## config.mk

```make
export PLATFORM = sky130hd
export DESIGN_NAME = fifo
export DESIGN_NICKNAME = d
export VERILOG_FILES = /design/src/rtl/fifo_pkg.sv /design/src/rtl/fifo.sv
export SDC_FILE = /design/constraint.sdc
export NUM_CORES = 1
export LEC_CHECK = 0
export ABC_AREA = 1
export CAP_MARGIN = 25
export CORE_MARGIN = 5
export CORE_UTILIZATION = 34
export CTS_CLUSTER_SIZE = 25
export DETAILED_ROUTE_END_ITERATION = 12
export PLACE_DENSITY = 0.49
export RECOVER_POWER = 50
export SLEW_MARGIN = 0
export SYNTH_ARGS = -nofsm -noshare
export SYNTH_HDL_FRONTEND = slang
export SYNTH_SLANG_ARGS = --single-unit
export TNS_END_PERCENT = 10
```

## constraint.sdc

```tcl
create_clock -name clk -period 3 [get_ports clk]
set_input_delay 0.6 -clock clk [delete_from_list [all_inputs] [get_ports clk]]
set_output_delay 0.6 -clock clk [all_outputs]
set_load 0.02 [all_outputs]
```

## src/rtl/fifo_pkg.sv

```systemverilog
// rtl/fifo_pkg.sv - shared defaults and word type for the fifo block
// Holds the default word width and depth plus the word typedef used by the
// fifo and by anything that talks to it.
package fifo_pkg;

  localparam int FIFO_WIDTH_DEF = 16;
  localparam int FIFO_DEPTH_DEF = 16;

  typedef logic [FIFO_WIDTH_DEF-1:0] fifo_word_t;

endpackage : fifo_pkg

```

## src/rtl/fifo.sv

```systemverilog
// rtl/fifo.sv - single-clock circular-queue fifo with registered read data
// Ports:
//   clk    - rising-edge clock for all state
//   reset  - asynchronous active-low reset (clears pointers, count, d_out)
//   write  - push request, d_in sampled on the same edge
//   read   - pop request
//   d_in   - word to push
//   full   - occupancy == DEPTH
//   empty  - occupancy == 0
//   d_out  - word popped on the most recent accepted read (held otherwise)
module fifo
  import fifo_pkg::*;
#(
  parameter int WIDTH = FIFO_WIDTH_DEF,
  parameter int DEPTH = FIFO_DEPTH_DEF
) (
  input  logic             clk,
  input  logic             reset,
  input  logic             write,
  input  logic             read,
  input  logic [WIDTH-1:0] d_in,
  output logic             full,
  output logic             empty,
  output logic [WIDTH-1:0] d_out
);

  localparam int AW = $clog2(DEPTH);
  localparam logic [AW:0] DEPTH_CNT = (AW+1)'(DEPTH);

  logic [WIDTH-1:0] mem_q [DEPTH];

  logic [AW-1:0]    wr_ptr_q, wr_ptr_d;
  logic [AW-1:0]    rd_ptr_q, rd_ptr_d;
  logic [AW:0]      count_q,  count_d;
  logic [WIDTH-1:0] d_out_q,  d_out_d;

  logic push_ok;
  logic pop_ok;

  assign full  = (count_q == DEPTH_CNT);
  assign empty = (count_q == '0);
  assign d_out = d_out_q;

  // Acceptance uses pre-edge flags, so a simultaneous read on empty or write
  // on full degrades to a push-only or pop-only cycle respectively.
  assign push_ok = write & ~full;
  assign pop_ok  = read & ~empty;

  always_comb begin
    wr_ptr_d = wr_ptr_q;
    rd_ptr_d = rd_ptr_q;
    count_d  = count_q;
    d_out_d  = d_out_q;

    // DEPTH is a power of two, so the natural AW-bit overflow is the wrap.
    if (push_ok) begin
      wr_ptr_d = wr_ptr_q + AW'(1);
    end
    if (pop_ok) begin
      rd_ptr_d = rd_ptr_q + AW'(1);
      d_out_d  = mem_q[rd_ptr_q];
    end

    case ({push_ok, pop_ok})
      2'b10:   count_d = count_q + (AW+1)'(1);
      2'b01:   count_d = count_q - (AW+1)'(1);
      default: count_d = count_q;
    endcase
  end

  always_ff @(posedge clk or negedge reset) begin
    if (!reset) begin
      wr_ptr_q <= '0;
      rd_ptr_q <= '0;
      count_q  <= '0;
      d_out_q  <= '0;
    end else begin
      wr_ptr_q <= wr_ptr_d;
      rd_ptr_q <= rd_ptr_d;
      count_q  <= count_d;
      d_out_q  <= d_out_d;
    end
  end

  // Storage is deliberately left out of reset; stale words are unreachable
  // because the pointers and count are cleared.
  always_ff @(posedge clk) begin
    if (push_ok) begin
      mem_q[wr_ptr_q] <= d_in;
    end
  end

endmodule : fifo

```

======== Word-level counts from Yosys, hierarchy flattened ========
Memory sizes are Yosys's and may differ from the RTL's. A register that Yosys moved wholly into a read port is not among the register bits.
Index checks and enable logic that the tools add are counted.
storage, ports and cells
  flip-flop bits (word level) ............. 13
  bits in writable memories ............... 256
  bits of input ports ..................... 20
  output and inout bits ................... 18
  logic and storage cells ................. 21
  memories kept ........................... 1
memory list
  memory  words  bits a word  rd ports  clocked after memory_dff  write ports  line        source
  mem_q   16     16           1         1                         1            fifo.sv:30  logic [WIDTH-1:0] mem_q [DEPTH];
cells by class
  add/sub/neg operators ................... 4
  equality and inequality tests ........... 3
  mux-type cells .......................... 3
  bitwise operators ....................... 4
  reductions and logical operators ........ 3
operators by type and width
  kind                                                                count
  5-bit one-hot mux with 2 select lines                               1
  4-bit by 1-bit adder with 4-bit output, second input constant       2
  5-bit by 1-bit adder with 5-bit output, second input constant       1
  5-bit == test, second input constant                                1
  5-bit logical NOT                                                   1
  5-bit by 1-bit subtractor with 5-bit output, second input constant  1
  1-bit AND                                                           2
  2-bit by 1-bit == test with 1-bit output, second input constant     1
  2-bit == test, second input constant                                1
  1-bit two-way mux                                                   2
  1-bit NOT                                                           2
  2-bit nonzero test                                                  1
  1-bit logical NOT                                                   1

======== Longest topological paths before layout ========
Gate-level depths: netlist of the first run.
  depth after elaboration ................. 5
  gate-level depth with buffers ........... 15
  depth with buffers taken out ............ 14

======== Worst setup path after synthesis of the first run ========
OpenSTA, ideal clock, no wires.
  kind .................................... input -> register
  from .................................... in write
  to ...................................... mem mem_q[11][0] (netlist bit) (enable)
  setup time .............................. 0.409 ns
  arrival time ............................ 1.999 ns
  required time ........................... 2.591 ns
  path slack .............................. 0.592 ns
  cell stages on the path ................. 3
  buffers on the path ..................... 1
  cells stage by stage .................... nand2_1 buf_2 nor3_1
on the way
  longest elaborated chain between the ends .. 3
ends and longest elaborated chain
  item                                     line        source
  from (decl)                              fifo.sv:19  input logic write,
  1-bit AND                                fifo.sv:46  assign push_ok = write & ~full;
  1-bit two-way mux                        fifo.sv:88  if (push_ok) begin
  1-bit two-way mux (implied by the code)  fifo.sv:89  mem_q[wr_ptr_q] <= d_in;
  to (decl)                                fifo.sv:30
Every way passes these cells.

======== Worst setup path after layout of the first run ========
  from .................................... reg count_q[1]
  to ...................................... out empty
on the way
  longest elaborated chain between the ends .. 1
ends and longest elaborated chain
  item                    line        source
  from (decl)             fifo.sv:34  logic [AW:0] count_q, count_d;
  from (signal assigned)  fifo.sv:80  count_q <= count_d;
  5-bit logical NOT       fifo.sv:41  assign empty = (count_q == '0);
  to (decl)               fifo.sv:23  output logic empty,
Every way passes these cells.

==> results.sh, run 1 <==
export IMPL_syn_area_sq_um=12500
export IMPL_crit_type="flop to output pin"
export IMPL_fin_crit_ps=2680
export IMPL_die_w_microns=202
export IMPL_vias=8141
export IMPL_cap_violations=1
export IMPL_root_buffer="clkbuf_16"
export IMPL_seqPwrFrac_pct=38.3
export IMPL_rows=70
export IMPL_hold_viol=0
export IMPL_ant_nets=0
export IMPL_ios=38
export IMPL_synth_warning_count=0
export IMPL_r2r_slack_ps=320
export IMPL_tns_ps=0
export IMPL_ys_flop_type="edfxtp_1"
export IMPL_drtIter0Drc=524
export IMPL_powerDensity_nw_per_um2=903
export IMPL_insertion_delay_ps=570
export IMPL_status="finished with violations"
export IMPL_r2r_start="count_q[1]"
export IMPL_cp_start_kind="flop"
export IMPL_wire_per_inst_microns=17.5
export IMPL_syn_inst=1221
export IMPL_slew_headroom_pct=-14.9
export IMPL_worst_setup_path_end_kind="output pin"
export IMPL_clock_skew_ps=17.9
export IMPL_fp_coreArea_sq_um=36400
export IMPL_setup_violations=0
export IMPL_post_route_cells_drive_above_1_share_pct=7.61
export IMPL_internal_power_mw=8.31
export IMPL_seq_area_frac_synth_pct=67.3
export IMPL_clockPowerShare_pct=28.0
export IMPL_first_pass_iters=4
export IMPL_post_cts_setup_buffers=0
export IMPL_clk_pin_slew_ps=60
export IMPL_numCtsBuffers=31
export IMPL_vdd_drop_max_uv=486
export IMPL_grt_pass1_vias=8119
export IMPL_cts_sinks=285
export IMPL_drc=0
export IMPL_hpwl_microns=18900
export IMPL_cp_arrival_ps=2080
export IMPL_post_drt_via_cell_ratio=4.60
export IMPL_final_core_util_pct=39.8
export IMPL_p_leak_nw=6.23
export IMPL_most_common_layout_cells="nand2_1, edfxtp_1, inv_1"
export IMPL_tightestPinTransition_ps=1720
export IMPL_syn_nets=1251
export IMPL_grt_total_usage_pct=15.3
export IMPL_htree_levels=1
export IMPL_switching_share_pct=36.6
export IMPL_grt_antenna_before_repair=0
export IMPL_async_flop_share_pct=10.2
export IMPL_worst_r2r_path_depth=6
export IMPL_grt_pass1_wl_microns=48300
export IMPL_syn_avg_cell_area_sq_um=10.2
export IMPL_worstHoldPathType="input pin to asynchronous set/reset pin"
export IMPL_grt_max_degree=132
export IMPL_ys_types=25
export IMPL_ctsResizeCount=0
export IMPL_final_nets=1308
export IMPL_final_common_cell="nand2_1"
export IMPL_die_h_microns=202
export IMPL_synth_enable_flop_cells=256
export IMPL_rsz0062_at_grt="false"
export IMPL_r2r_end="mem_q[4][9]"
export IMPL_critPathMaxFanout=4
export IMPL_ys_seq_elements=285
export IMPL_area_delta_synth_final_pct=16.0
export IMPL_timing_fmax_mhz=373
export IMPL_failed_checks="max-capacitance violations, max-slew violations"
export IMPL_diodes=0
export IMPL_io_buffers=37
export IMPL_gp_congestion=0.772
export IMPL_p_comb_share_pct=33.7
export IMPL_n_fill_cell=3539
export IMPL_initial_core_util_pct=34.3
export IMPL_fin_crit_sh_pct=89.4
export IMPL_drt_wl_total_microns=31000
export IMPL_clk_path_buf_depth=3
export IMPL_hold_buffers=0
export IMPL_crit_required_ps=2400
export IMPL_grt_ovfl_total=0
export IMPL_dieArea_sq_um=40700
export IMPL_p_switching_mw=4.79
export IMPL_cts_tree="built"
export IMPL_slew_violations=68
kinds of logic after synthesis:
kind of cell,share of synthesized area (%)
simple gates,21.3
flops,67.3
buf+inv,9.55
fa+ha+maj,1.06
compound gates,0.310
xor+xnor,0.490
layer usage:
metal	vias up	GRT usage (%)	part of all wire (%)
li1	4033	-	-
met1	3908	21.0	47
met2	136	24.9	46
met3	64	2.08	3.2
met4	0	5.30	3.7
met5	-	0	0
layout make-up:
cell class              instances  area, sq um  share of cell area (%)
well taps                     468          586                    4.04
clock inverters                18          168                    1.16
flip-flops and latches        285         8420                    58.1
inverters                     217          817                    5.63
repair buffers                 82          733                    5.06
clock buffers                  38          802                    5.53
multi-input cells             661         2980                    20.5
power by group through the flow:
stage / registers [mW] / logic (mW) / clock network (mW)
after global routing: 5.06 / 4.93 / 3.94
after global placement: 5.09 / 4.50 / 0
final: 5.02 / 4.42 / 3.67
after detailed placement: 5.09 / 4.50 / 0
after CTS: 5.02 / 4.52 / 3.75
after floorplan: 5.18 / 2.80 / 0
worst max-delay path by stage:
stage / start / endpoint / slack, ps / depth (start not counted)
2_1_floorplan: write / mem_q[11][0] / 590 / 3
4_1_cts: count_q[0] / empty / 290 / 4
5_1_grt: rd_ptr_q[1] / d_out[4] / 110 / 7
3_5_place_dp: read / count_q[4] / 480 / 13
6_report: count_q[1] / empty / 320 / 4
3_3_place_gp: read / count_q[4] / 450 / 13
registers in the layout (all words and copies together) (netlist names):
register	flops
mem_q	256
count_q	5
wr_ptr_q	4
d_out	16
rd_ptr_q	4
critical path, cell delays in order (launching register included):
cell and delay, ps:
dfrtp_1 420, nor4_2 320, nand2_1 120, inv_1 70, clkdlybuf4s50_1 590
through the flow:
stage	worst slack (ps)	hold slack [ps]	power [mW]	cells	instance area, sq um
6_report	317	459	13.1	1769	14500
5_1_grt	107	499	13.9	1769	14500
4_1_cts	288	418	13.3	1769	14500
3_5_place_dp	481	472	9.59	1713	13600
3_3_place_gp	452	465	9.58	1713	13600
2_1_floorplan	592	304	7.99	1221	12500
cell usage after synthesis, types with 3 or more instances:
cell type	instances	area, sq um
nand2_1	423	1590
edfxtp_1	256	7690
inv_1	214	803
nand3_1	195	976
dfrtp_1	29	726
buf_2	28	140
nor3_1	16	80.1
buf_6	11	124
ha_1	9	113
clkbuf_1	8	30.0
buf_1	6	22.5
xnor2_1	4	35.0
buf_8	3	45.0
o21ai_0	3	15.0
xor2_1	3	26.3
No activity file was read; power rests on OpenSTA's default activity.
==> run 2: changes to the inputs <==
--- a/config.mk
+++ b/config.mk
@@ -5,7 +5,6 @@
 export SDC_FILE = /design/constraint.sdc
 export NUM_CORES = 1
 export LEC_CHECK = 0
-export ABC_AREA = 1
 export CAP_MARGIN = 25
 export CORE_MARGIN = 5
 export CORE_UTILIZATION = 34
@@ -13,7 +12,7 @@
 export DETAILED_ROUTE_END_ITERATION = 12
 export PLACE_DENSITY = 0.49
 export RECOVER_POWER = 50
-export SLEW_MARGIN = 0
+export SKIP_LAST_GASP = 1
 export SYNTH_ARGS = -nofsm -noshare
 export SYNTH_HDL_FRONTEND = slang
 export SYNTH_SLANG_ARGS = --single-unit
==> run 2 against run 1 <==
The run still ends with max-capacitance violations, max-slew violations left. Largest cell class unchanged. First-iteration DRC count down 43%. Global-route usage is 1.7 points lower. Worst setup slack worse by 170 ps. Critical path depth increased by 6. Via count shrank 34%. Combinational power down 21%.
==> results.sh, run 2 <==
export IMPL_failed_checks="max-capacitance violations, max-slew violations"
export IMPL_regMostFlops="mem_q"
export IMPL_multi_input_area_sq_um=2440
export IMPL_critPathMaxFanout=5
export IMPL_synthSimpleGateAreaFrac_pct=2.89
export IMPL_synth_area_mux_share_pct=14.8
export IMPL_cts_sinks=285
export IMPL_final_common_cell="edfxtp_1"
export IMPL_drtIter0Drc=301
export IMPL_synthAdderAreaFrac_pct=1.20
export IMPL_initial_core_util_pct=34.2
export IMPL_timing_hold_ws_ps=485
export IMPL_diodes=0
export IMPL_p_leak_nw=4.39
export IMPL_slew_violations=30
export IMPL_syn_area_sq_um=11000
export IMPL_setup_violations=0
export IMPL_synthXorXnorAreaFrac_pct=0.794
export IMPL_cpPeakStageDelay_ps=550
export IMPL_grt_total_usage_pct=13.6
export IMPL_slowest_stage="or4_4"
export IMPL_final_cells=1088
export IMPL_numCtsBuffers=31
export IMPL_yosys_cell_count_top_type="edfxtp_1"
export IMPL_vias=5353
export IMPL_io_buffers=37
export IMPL_postLayoutSetupSlackWorst_ps=148
export IMPL_place_worst_setup_slack_ps=83.8
export IMPL_tns_ps=0
export IMPL_die_h_microns=190
export IMPL_worst_setup_path_end_kind="flop"
export IMPL_ys_seq_elements=285
export IMPL_seq_area_sq_um=8420
export IMPL_cts_tree="built"
export IMPL_hold_buffers=0
export IMPL_final_nets=652
export IMPL_ant_nets=0
export IMPL_die_w_microns=190
export IMPL_ctsResizeCount=0
export IMPL_synth_enable_flop_cells=256
export IMPL_fp_coreArea_sq_um=32300
export IMPL_post_drt_via_cell_ratio=4.92
export IMPL_p_switching_mw=3.74
export IMPL_insertion_delay_ps=550
export IMPL_p_comb_share_pct=27.5
export IMPL_path_cells="or4_4, o21ai_2, inv_2, ha_1, ha_1, nor2b_1, o21ai_1, a21oi_1, or3b_1, xnor2_1"
export IMPL_ys_flop_type="edfxtp_1"
export IMPL_seq_area_frac_synth_pct=76.2
export IMPL_drt_wl_total_microns=24500
export IMPL_synth_warning_count=0
export IMPL_switching_share_pct=29.4
export IMPL_yosys_top_cells_area="edfxtp_1, mux4_2, dfrtp_1, nand2_1, mux2i_1"
export IMPL_crit_type="flop to flop"
export IMPL_clockPowerShare_pct=30.5
export IMPL_hpwl_microns=15200
export IMPL_seqPwrFrac_pct=41.9
export IMPL_first_pass_iters=4
export IMPL_timing_fmax_mhz=351
export IMPL_slew_headroom_pct=-22.9
export IMPL_grt_antenna_before_repair=0
export IMPL_grt_pass1_wl_microns=36900
export IMPL_clk_pin_slew_ps=60
export IMPL_root_buffer="clkbuf_16"
export IMPL_ys_types=34
export IMPL_vdd_drop_max_uv=504
export IMPL_n_fill_cell=2865
export IMPL_post_cts_setup_buffers=0
export IMPL_rsz0062_at_grt="false"
export IMPL_gp_congestion=0.789
export IMPL_area_delta_synth_final_pct=19.6
export IMPL_wire_per_inst_microns=22.5
export IMPL_synth_largest_area_cell="edfxtp_1"
export IMPL_dp_cells=1031
export IMPL_rows=66
export IMPL_fin_crit_ps=2850
export IMPL_most_common_layout_cells="edfxtp_1, mux4_2, nand2_1"
export IMPL_internal_power_mw=8.97
export IMPL_power_mw=12.7
export IMPL_syn_nets=567
export IMPL_synth_top_family_by_area="multiplexers"
export IMPL_powerDensity_nw_per_um2=962
export IMPL_worstHoldPathType="flop to flop"
export IMPL_drc=0
export IMPL_cp_start_kind="flop"
export IMPL_hold_viol=0
export IMPL_clock_skew_ps=16.4
export IMPL_post_route_cells_drive_above_1_share_pct=24.9
export IMPL_fin_crit_sh_pct=95.1
export IMPL_htree_levels=1
export IMPL_largest_register_ffs=256
export IMPL_status="finished with violations"
export IMPL_synth_common_cells="edfxtp_1, mux4_2, nand2_1"
export IMPL_syn_inst=537
export IMPL_async_flop_share_pct=10.2
export IMPL_ios=38
export IMPL_grt_ovfl_total=0
export IMPL_cpMostUsedCell="ha_1"
export IMPL_dieArea_sq_um=36200
export IMPL_crit_required_ps=3430
export IMPL_clk_path_buf_depth=3
export IMPL_cap_violations=1
export IMPL_cp_arrival_ps=3290
export IMPL_grt_max_degree=35
export IMPL_tightestPinTransition_ps=1840
export IMPL_synth_compound_area_share_pct=2.29
export IMPL_grt_pass1_vias=5739
export IMPL_synth_top_area_share_pct=69.7
export IMPL_syn_avg_cell_area_sq_um=20.6
[run 2: cell count changes after synthesis, moves of 6 or more]
| cell | before | now |
|---|---|---|
| inv_1 | 214 | 8 |
| o221ai_1 | 0 | 15 |
| mux2i_1 | 0 | 16 |
| nor2_1 | 2 | 13 |
| nand3_1 | 195 | 1 |
| nor3_1 | 16 | 4 |
| o21ai_1 | 0 | 17 |
| mux4_2 | 0 | 64 |
| buf_2 | 28 | 6 |
| nand2_1 | 423 | 46 |
| buf_6 | 11 | 5 |
[run 2: cells by family after synthesis]
kind of cell | after synthesis
AOI/OAI and AO/OA | 38
and+or+nand+nor | 75
buffers and inverters | 38
adders and majority gates | 10
xor gates and xnor gates | 10
DFF | 285
muxes | 81
[run 2: layout make-up]
cell class,instances,area share [%]
clock inverter,19,1.88
clock buffer,38,6.08
multi-input combinational,214,18.5
inverter,9,0.256
timing repair buffer,81,5.31
tap,442,4.19
sequential,285,63.8
[run 2: through the flow]
step | area (sq um) | utilization (%)
finish | 13200 | 40.9
CTS | 13200 | 40.9
detailed placement | 12200 | 37.6
floorplan | 11000 | -
global route | 13200 | 40.9
global placement | 12200 | 37.6
[run 2: critical path: cells and delay by family (launching register included)]
kind,cells,cell delay [ps]
simple gates,3,1070
fa+ha+maj,2,590
buf+inv,1,50
flops,1,440
xor+xnor,1,130
compound gates,3,460
[run 2: power groups by stage]
stage	Sequential, mW	Combinational (mW)	Clock [mW]
floorplan	5.26	2.38	0
global placement	5.39	3.52	0
detailed placement	5.43	3.58	0
CTS	5.35	3.59	3.99
global route	5.41	3.78	4.16
finish	5.33	3.50	3.88
[run 2: final timing paths]
path,startpoint,end,slack [ps],cells after the start
worst min-delay path,d_out[10],d_out[10],490,2
max in group asynchronous,reset,rd_ptr_q[1],1140,1
worst max-delay path,count_q[0],count_q[4],150,10
worst min register to register,d_out[10],d_out[10],490,2
min in group asynchronous,reset,d_out[4],540,1
worst max register to register,count_q[0],count_q[4],150,10
[run 2: metal layers]
layer	GRT usage [%]	routed length, microns	up-vias
li1	-	-	2345
met1	18.6	10600	2884
met2	23.2	12300	102
met3	1.94	1080	22
met4	3.40	437	0
met5	0	0	-
==> edit 1: new RTL, settings of run 2 <==
Change the package constant `FIFO_DEPTH_DEF` from 16 to 32.
--- a/src/rtl/fifo_pkg.sv
+++ b/src/rtl/fifo_pkg.sv
@@ -6,3 +6,3 @@
   localparam int FIFO_WIDTH_DEF = 16;
-  localparam int FIFO_DEPTH_DEF = 16;
+  localparam int FIFO_DEPTH_DEF = 32;
 
Formal check against the unedited RTL: same outputs for any inputs over 4 cycles, from zero or initial values and one cycle with reset low; that may be too few to reach the edited logic, so the function may still have changed.
==> edit 1 against run 2 <==
- the flow still finishes with violations (capacitance limit, slew limit)
- synthesized area grew 94%
- maximum frequency shrank 1.3%
- wire length grew 110%
- setup slack lost 37 ps
- power grew 80%
- sequential cell count grew 259
- final area grew 89%
- critical path depth shrank 7
- critical path type is now flip-flop to output port
==> edit 1: results <==
[critical_path]
cp_data_arrival_time_ps = 2290
cp_slowest_cell = clkdlybuf4s50_1
max_stage_delay_ps = 640
cp_max_fo = 4

[pwr]
sw_frac_of_total_pct = 31.0
vdd_drop_max_v = 0.000463

[drt]
routed_via_density = 4.98

[global_route]
grt_pass1_vias = 10800
grt_pass1_wl_um = 75800
grt_use_total_pct = 15.2
grt_max_degree = 48

[sta]
worst_pin_slew_ps = 2060
clock_skew_ps = 14.8
slew_violations = 529

[placed_design]
preCtsSetupSlack_ps = 70.9
gp_congestion = 0.771
dp_hpwl_um = 30700

[hold_path]
min-delay-start = d_out[9]

[logic_synthesis]
ys_top_cells_by_area = edfxtp_1 72%, mux2i_1 6.9%, mux4_2 6.5%
syn_nets = 1149
yosysUniqueCellTypes = 58
synthCells = 1118
synth-edff-count = 512

[cells_and_area]
drive_above_1_share_pct = 18.9
fin_nets = 1274

[run]
drv_cap = 16

[status]
status = finished, violations left
violations = capacitance limit, slew limit
-- edit 1: cell count changes after synthesis, sizes merged, moves of 30 or more --
| cell | change |
|---|---|
| a22oi | +30 |
| edfxtp | +256 |
| nor2 | +37 |
| buf | +32 |
| mux2i | +132 |
| a211oi | +31 |
-- edit 1: per-layer routing --
layer,share of wire [%],vias up,GRT usage (%)
met2,46,181,23.2
met4,2.3,0,4.05
met5,0,-,0
met3,3.8,58,2.50
li1,-,4790,-
met1,48,5603,22.6
-- edit 1: area by class of cell --
class	count	area [sq um]	share of cell area, %
multi-input combinational	499	4800	19.2
tap	846	1060	4.24
timing repair buffer	132	1080	4.33
antenna	1	2.50	0.0100
clock buffer	78	1540	6.18
clock inverter	24	255	1.02
inverter	11	41.3	0.165
sequential	544	16200	64.8
-- edit 1: power groups by stage --
stage                     clock [W]  sequential [W]  combinational (W)
final                       0.00682         0.00947            0.00653
after global routing        0.00734         0.00953            0.00706
after CTS                   0.00700         0.00946            0.00669
after detailed placement          0         0.00962            0.00668
after global placement            0         0.00961            0.00666
after floorplan                   0         0.00943            0.00442
-- edit 1: through the flow --
stage / hold slack (ps) / area [sq um]
final: 536 / 25000
after detailed placement: 536 / 23300
after floorplan: 304 / 21400
after global routing: 557 / 25000
after global placement: 521 / 23300
after CTS: 111 / 25100
-- edit 1: kinds of logic (layout without fill, tap and decap cells) --
logic type | count (synthesis) | after routing | synth area share (%)
adders and majority gates | 11 | 11 | 0.678
and+or+nand+nor | 125 | 125 | 2.86
buffers and inverters | 75 | 245 | 2.04
other | 0 | 1 | 0
xor gates and xnor gates | 12 | 12 | 0.491
AOI/OAI and AO/OA | 140 | 140 | 4.84
muxes | 211 | 211 | 13.5
DFF | 544 | 544 | 75.6
-- edit 1: worst max-delay path: cells and delay by family, from the launching register on --
kind / cells / cell delay, ps
buffers and inverters: 1 / 640
flip-flops: 1 / 430
AND/OR/NAND/NOR: 2 / 630
-- edit 1: worst paths after layout --
check | endpoint | slack, ps | cells after the start
setup / recovery | empty | 110 | 3
hold / removal | d_out[9] | 540 | 1
setup reg to reg | count_q[5] | 180 | 11
hold reg to reg | d_out[9] | 540 | 1
max in group asynchronous | rd_ptr_q[0] | 940 | 1
min in group asynchronous | count_q[2] | 580 | 1
==> edit 2: new RTL, settings of run 2 <==
Made on the original files. Reset style: synchronous (`reset`), changed in one clocked block. Comments in the files are not updated.
--- a/src/rtl/fifo.sv
+++ b/src/rtl/fifo.sv
@@ -70,3 +70,3 @@
 
-  always_ff @(posedge clk or negedge reset) begin
+  always_ff @(posedge clk) begin
     if (!reset) begin
Formal check against the unedited RTL: differs if reset is asserted again (counterexample within 4 cycles, from zero or initial values and one cycle with reset low); with reset held inactive, the same outputs for 4 cycles.
==> edit 2 against run 2 <==
- wire length rose by 5.4%
- maximum frequency increased by 1.8%
- synthesized area decreased by 0.35%
- sequential share of layout area grew 0.12 points
- setup slack gained 52 ps
- power shrank 21%
- largest power group unchanged
- count of clock-buffer cells in the layout rose by 3
- final area down 1.9%
- sequential cell count unchanged
==> edit 2: results <==
[logic_synthesis]
syn_area_per_cell_sq_um = 18.1
ys_seq_area_share_pct = 75.2
ys_top_cells_by_count = 256 x edfxtp_1, 66 x mux2i_1, 32 x mux4_2, 32 x o22ai_1, 31 x nor2_1
synth_compound_area_share_pct = 5.11
async_reset_ff_share_pct = 0
syn_nets = 639
synth_xor_area_share_pct = 0.717
yosysUniqueCellTypes = 37
yosys.area_share.adder_pct = 1.21
netlist.area_leader.share_pct = 69.9

[pwr]
vdd_drop_max_v = 0.000474
power_switching_w = 0.00269
p_leak_nw = 4.02
power_density_nw_per_um2 = 775

[cells_and_area]
diodes = 1
inverters = 7
fin_nets = 717
buffer_area_share_pct = 5.61
multi_input_gates = 281
clk_share_pct = 6.68
drive_above_1_share_pct = 17.7
clock_buffers = 41
multi_input_area_share_pct = 19.7
fillerInstances = 2857
register_area_sq_um = 8270
buffers = 83

[sta]
worst_pin_slew_ps = 766

[drt]
vias = 5807
first_pass_iters = 5
routed_via_density = 5.23
avgRoutedWirePerCell_um = 23.2
first_iter_violations = 444

[critical_path]
cp_data_arrival_time_ps = 3230
max_stage_delay_ps = 560
cp_slowest_cell = or4_1

[global_route]
grt_pass1_wl_um = 38700
grt_use_total_pct = 14.4
antenna_found_initial = 1
grt_max_degree = 37
grt_pass1_vias = 6042

[clock_network]
cts_buffers = 29

[status]
status = complete, no violations

[placed_design]
dp_hpwl_um = 16100
==> edit 2: cell types whose count changed after synthesis, moves of 29 or more <==
cell / run 2 / this run
o22ai_1: 0 / 32
mux4_2: 64 / 32
dfrtp_1: 29 / 0
nand2_1: 46 / 11
dfxtp_1: 0 / 29
mux2i_1: 16 / 66
==> edit 2: final timing paths <==
check | slack (ps) | depth (start not counted) | from | endpoint
max reg2reg | 200 | 9 | count_q[0] | count_q[4]
max | 200 | 9 | count_q[0] | count_q[4]
min reg2reg | 560 | 2 | count_q[4] | count_q[4]
min | 560 | 2 | count_q[4] | count_q[4]
==> edit 2: power groups by stage <==
stage / registers [W] / clock network (W) / logic, W
after floorplan: 0.00489 / 0 / 0.00118
after global placement: 0.00481 / 0 / 0.00201
after detailed placement: 0.00482 / 0 / 0.00204
after CTS: 0.00474 / 0.00339 / 0.00205
after global routing: 0.00476 / 0.00357 / 0.00219
final: 0.00473 / 0.00329 / 0.00200
==> edit 2: repair_timing <==
item	CTS	global route
setup endpoints to repair	0	1
resized for setup	0	1
hold buffers	0	0
==> edit 2: worst min-delay path, cell delays in order, from the launching register on <==
cell	delay, ps
dfxtp_1	370
nand2_1	80
mux2i_1	60
==> edit 2: layer usage <==
metal  vias up  wire (um)  GRT usage, %
met5         -          0             0
met4         0        489          3.06
met3        33       1320          2.66
met2       136      12300          23.6
met1      3060      11700          20.1
li1       2578          -             -
==> edit 2: per-stage QoR <==
stage | hold slack [ps] | area, sq um | util, % | worst slack (ps)
after global placement | 530 | 12100 | 38.2 | 55.4
after floorplan | 491 | 11000 | - | 56.6
final | 557 | 12900 | 40.8 | 200
after CTS | 557 | 13000 | 40.9 | 192
after detailed placement | 543 | 12100 | 38.2 | -5.93
after global routing | 581 | 12900 | 40.8 | 20.0
